File: src/rtl/sdram_mrs_issuer.sv
// SDRAM mode-register-set initiator: power-up NOP hold, request capture, MRS issue, tMRD wait, Done.
// Optional SDRAM_MRS_AUTOINIT_EN: issue DEF_MODE automatically when power-up completes.
module sdram_mrs_issuer #(
  parameter int          PWRUP_CYCLES = 16,
  parameter int          TMRD         = 2,
  parameter int          CNT_W        = 8,
  parameter logic [31:0] DEF_MODE     = 32'h0402_0130
) (
  input  logic        Clk,
  input  logic        Rst,
  input  logic        Req,
  input  logic [7:0]  BurstLen,
  input  logic        AddrMode,
  input  logic [3:0]  Lat,
  input  logic [7:0]  Pre,
  input  logic [7:0]  Wait,
  input  logic [7:0]  Cas,
  output logic        CS,
  output logic        RAS,
  output logic        CAS,
  output logic        WeOut,
  output logic [31:0] AddrOut,
  output logic        Busy,
  output logic        Done,
  output logic        Err,
  output logic        TimingLocked
);

  typedef enum logic [1:0] {ST_PWRUP, ST_IDLE, ST_MRS, ST_WAIT} state_t;

  localparam logic [CNT_W-1:0] PWRUP_LAST = CNT_W'(PWRUP_CYCLES - 1);
  localparam logic [CNT_W-1:0] TMRD_LAST  = CNT_W'(TMRD - 1);

  state_t            state_reg;
  logic [CNT_W-1:0]  cnt_reg;
  logic              cmd_n_reg;
  logic [31:0]       addr_reg;
  logic              busy_reg;
  logic              done_reg;
  logic              err_reg;
  logic              locked_reg;

  logic [7:0]        burst_match;
  logic [2:0]        burst_code;
  logic              burst_valid;
  logic [31:0]       mode_word;

  // One-hot match of the legal burst lengths; bit position is the encoded value.
  generate
    for (genvar gi = 0; gi < 7; gi++) begin : g_burst
      assign burst_match[gi] = (BurstLen == 8'(1 << gi));
    end
  endgenerate
  assign burst_match[7] = (BurstLen == 8'd255);

  always_comb begin
    burst_code = '0;
    for (int i = 0; i < 8; i++) begin
      if (burst_match[i]) burst_code = 3'(i);
    end
  end

  assign burst_valid = |burst_match;
  assign mode_word   = {Cas, Wait, Pre, Lat, AddrMode, burst_code};

  always_ff @(posedge Clk or negedge Rst) begin
    if (!Rst) begin
      state_reg  <= ST_PWRUP;
      cnt_reg    <= '0;
      cmd_n_reg  <= 1'b1;
      addr_reg   <= '0;
      busy_reg   <= 1'b1;
      done_reg   <= 1'b0;
      err_reg    <= 1'b0;
      locked_reg <= 1'b0;
    end else begin
      // Bus defaults to NOP and pulses default low; states override below.
      cmd_n_reg <= 1'b1;
      addr_reg  <= '0;
      done_reg  <= 1'b0;
      err_reg   <= 1'b0;
      case (state_reg)
        ST_PWRUP: begin
          if (cnt_reg == PWRUP_LAST) begin
            cnt_reg   <= '0;
`ifdef SDRAM_MRS_AUTOINIT_EN
            state_reg <= ST_MRS;
            cmd_n_reg <= 1'b0;
            addr_reg  <= DEF_MODE;
`else
            state_reg <= ST_IDLE;
            busy_reg  <= 1'b0;
`endif
          end else begin
            cnt_reg <= cnt_reg + 1'b1;
          end
        end
        ST_IDLE: begin
          if (Req) begin
            if (burst_valid) begin
              state_reg <= ST_MRS;
              cmd_n_reg <= 1'b0;
              addr_reg  <= mode_word;
              busy_reg  <= 1'b1;
            end else begin
              err_reg <= 1'b1;
            end
          end
        end
        ST_MRS: begin
          state_reg  <= ST_WAIT;
          cnt_reg    <= '0;
          locked_reg <= 1'b1;
        end
        ST_WAIT: begin
          if (cnt_reg == TMRD_LAST) begin
            state_reg <= ST_IDLE;
            cnt_reg   <= '0;
            done_reg  <= 1'b1;
            busy_reg  <= 1'b0;
          end else begin
            cnt_reg <= cnt_reg + 1'b1;
          end
        end
        default: begin
          state_reg <= ST_PWRUP;
          cnt_reg   <= '0;
          busy_reg  <= 1'b1;
        end
      endcase
    end
  end

  // The four command strobes are identical for both NOP and MRS.
  assign CS           = cmd_n_reg;
  assign RAS          = cmd_n_reg;
  assign CAS          = cmd_n_reg;
  assign WeOut        = cmd_n_reg;
  assign AddrOut      = addr_reg;
  assign Busy         = busy_reg;
  assign Done         = done_reg;
  assign Err          = err_reg;
  assign TimingLocked = locked_reg;

endmodule
File: config.mk
export PLATFORM = sky130hd
export DESIGN_NAME = sdram_mrs_issuer
export DESIGN_NICKNAME = d
export VERILOG_FILES = /design/src/rtl/sdram_mrs_issuer.sv
export SDC_FILE = /design/constraint.sdc
export NUM_CORES = 1
export LEC_CHECK = 0
export ABC_AREA = 1
export BUFFER_PORTS_ARGS = -buffer_cell sky130_fd_sc_hd__buf_2
export CORE_ASPECT_RATIO = 1.5
export CORE_MARGIN = 2
export CORE_UTILIZATION = 48
export DETAILED_ROUTE_END_ITERATION = 8
export MAX_ROUTING_LAYER = met4
export PLACE_DENSITY = 0.87
export SYNTH_ARGS = -nofsm -noshare
export SYNTH_HDL_FRONTEND = slang
export SYNTH_SLANG_ARGS = --single-unit
File: constraint.sdc
create_clock -name Clk -period 2 [get_ports Clk]
set_input_delay 0 -clock Clk [delete_from_list [all_inputs] [get_ports Clk]]
set_output_delay 0 -clock Clk [all_outputs]
set_load 0.01 [all_outputs]
==> metrics <==
outcome=completed; # hold bufs at CTS=31; unrepaired setup endpoints after global routing=false; worst reg2reg path startpoint=state_reg[1]$_DFFE_PN0P_; Sw Pwr=a little under 800 µW; DRT antenna net count=0; final-report hold violation count=0; Leakage=0.00175 µW; total grt overflow=0; Post-Syn Instances=roughly 230; min Tclk post-route=1660 ps; pwr/cell area=824 nW/µm²; Synth Register Bits=47; Synth-to-Final Area Change=39.8%; number of distinct library cells after synthesis=28; final worst slack=337 ps; sequential share of the synthesized area=56.3%; GRT Util Overall=22.9%; clk_skew=7.46 ps; initial antenna violation count=1; first-pass GRT wire length=~8000 µm; Clk pwr share=24.2%; drt first pass iters=4; setup tns final=0 ps; clock transition at the registers of the reported paths=80 ps; syn nets=between 200 and 300; hold path start=BurstLen[7]; Core Rows=29; port buffer count=79; root buf cell=clkbuf_8; Max Slew Vio Count=0; Seq pwr share=a little under half; largest net degree at the start of global routing=30; Worst-Skew Late Latency=300 ps; cts repair resizes=0; core footprint=4210 µm²; drt wl/cell=12.3 µm; fill count=304; H-tree levels=2; WP data arrival=around 1800 ps; worst slew pin tran=611 ps; met2 WL=2800 µm; Int Power=1620 µW; Total Die Area=4920 µm²; Crit. End Element=flip-flop; worst-path maximum fanout=5; Starting Density=49.8%; DR iter-0 viols=approximately 60; CP Launch Type=flip-flop; fin crit share=83.1%; Post-CTS Setup Bufs=0; vias in the first global route=1,855; critical path type=flip-flop to flip-flop; Clock Tree Buf Depth=2; clk sinks=47; CTS tree=built; setup slack at placement=357 ps; fmax=0.601 GHz; cell area after synthesis=between 2000 and 2500 µm²; flip-flop count of the largest register after layout=32; Logic pwr share=29.5%; final wirelength=4900 µm; switch share=33.0%; ratio of cells with drive above 1 in the final layout=about a third; DRC violations left=0; WP data required=2180 ps; flop-to-flop setup slack=340 ps; Max-cap violations=0; Top Metal Used=met4; Mean Syn Cell Area=approximately 9 µm²; HPWL Detailed=3150 µm; final setup vio count=0; DR vias=1,849; Boundary Pins=80; CP startpoint=state_reg[1]$_DFFE_PN0P_; worst hold path type=primary input to flip-flop; metal3 WL=about 230 µm; routed length on met1=roughly 1700 µm; CTS Buf Count=5; slew margin rel.=between 50% and 60%; Die X=57.9 µm; VDD IR max=0.000938 V; Synth Warn #=0; GP Congestion=0.826; die height=84.9 µm; # nets final=396; vias per cell=4.66
path summary, 6_finish.rpt:
| check | depth (start not counted) | to |
|---|---|---|
| setup / recovery | 8 | cnt_reg[7]$_DFFE_PN0P_ |
| hold / removal | 5 | AddrOut[0]$_DFF_PN0_ |
| setup reg to reg | 8 | cnt_reg[7]$_DFFE_PN0P_ |
| hold reg to reg | 2 | Busy$_DFFE_PN1P_ |
| max in group asynchronous | 3 | AddrOut[24]$_DFF_PN0_ |
| min in group asynchronous | 2 | cnt_reg[7]$_DFFE_PN0P_ |
power by group through the flow:
stage               clock [µW]  combinational [µW]  sequential, µW
CTS                        598                 706            1120
finish                     583                 712            1120
detailed placement           0                 655            1140
floorplan                    0                 450            1130
global route               631                 821            1130
global placement             0                 621            1130
cell usage after synthesis:
| cell | count | area, µm² |
|---|---|---|
| ha_1 | 7 | 87.6 |
| o22ai_1 | 1 | 6.26 |
| dfrtp_1 | 45 | 1130 |
| o21ai_1 | 1 | 5.00 |
| a21oi_1 | 3 | 15.0 |
| nor2_1 | 47 | 176 |
| a31o_2 | 1 | 8.76 |
| nor2_2 | 11 | 68.8 |
| nand4_1 | 1 | 6.26 |
| o21a_1 | 1 | 7.51 |
| o21ai_0 | 5 | 25.0 |
| a31oi_1 | 1 | 6.26 |
| buf_6 | 3 | 33.8 |
| xor2_1 | 2 | 17.5 |
| inv_1 | 48 | 180 |
| nand2_1 | 34 | 128 |
| buf_4 | 3 | 22.5 |
| nand3_1 | 5 | 25.0 |
| nand2_2 | 3 | 18.8 |
| nand3_2 | 2 | 20.0 |
| nand3b_1 | 2 | 15.0 |
| dfstp_2 | 2 | 52.6 |
| o21ai_2 | 1 | 8.76 |
| xnor2_1 | 1 | 8.76 |
| or2_1 | 1 | 6.26 |
| nor3b_1 | 1 | 7.51 |
| nor3_1 | 1 | 5.00 |
| or2_2 | 1 | 6.26 |
critical path, cell delays in order (launching register included):
cell and delay, ps:
dfrtp_1 380, inv_1 90, ha_1 250, nor2_1 210, nand4_1 140, nor2_1 170, nand3_1 110, xor2_1 140
nor2_1 50
cell families (layout without fill, tap and decap cells):
group	Yosys count	in the layout	synth area share, %
flip-flops	47	47	56.3
XOR/XNOR	3	3	1.25
AO/OA/AOI/OAI	14	14	3.94
adder cells (fa/ha/maj)	7	7	4.18
AND/OR/NAND/NOR	109	109	23.1
buffers and inverters	54	170	11.3
other	0	1	0
layout by cell type, fill, tap and decap left out, types with 2 or more instances in the layout:
| cell | count |
|---|---|
| nor2_2 | 11 |
| dfrtp_1 | 45 |
| xor2_1 | 2 |
| dlygate4sd3_1 | 31 |
| nand3_2 | 2 |
| a21oi_1 | 3 |
| nand2_2 | 3 |
| nand3b_1 | 2 |
| inv_1 | 48 |
| buf_2 | 79 |
| ha_1 | 7 |
| nor2_1 | 47 |
| nand3_1 | 5 |
| clkbuf_8 | 6 |
| o21ai_0 | 5 |
| dfstp_2 | 2 |
| buf_4 | 4 |
| nand2_1 | 34 |
through the flow:
step | cell area (µm²) | total power, µW | std cells | hold slack, ps | utilization (%)
floorplan | 2090 | 1590 | 234 | -296 | -
global placement | 2520 | 1750 | 357 | 44.1 | 59.9
detailed placement | 2520 | 1790 | 357 | 47.2 | 59.9
CTS | 2930 | 2420 | 396 | 74.2 | 69.5
global route | 2930 | 2580 | 397 | 133 | 69.6
finish | 2930 | 2410 | 397 | 84.5 | 69.6
layer usage:
metal	track usage, %	up-vias
met1	22.3	862
met2	41.8	59
met5	-	-
li1	-	916
met4	11.4	0
met3	4.27	12
area by class of cell:
class                   count  area [µm²]  share of cell area (%)
diodes                      1        2.50                  0.0854
clock buffers               7        86.3                    2.95
clock inverters             1        8.76                   0.299
inverters                  48         180                    6.15
multi-input cells         133         679                    23.2
flip-flops and latches     47        1180                    40.2
well taps                  46        57.6                    1.96
repair buffers            114         736                    25.1
(Power assumes the default switching activity.)
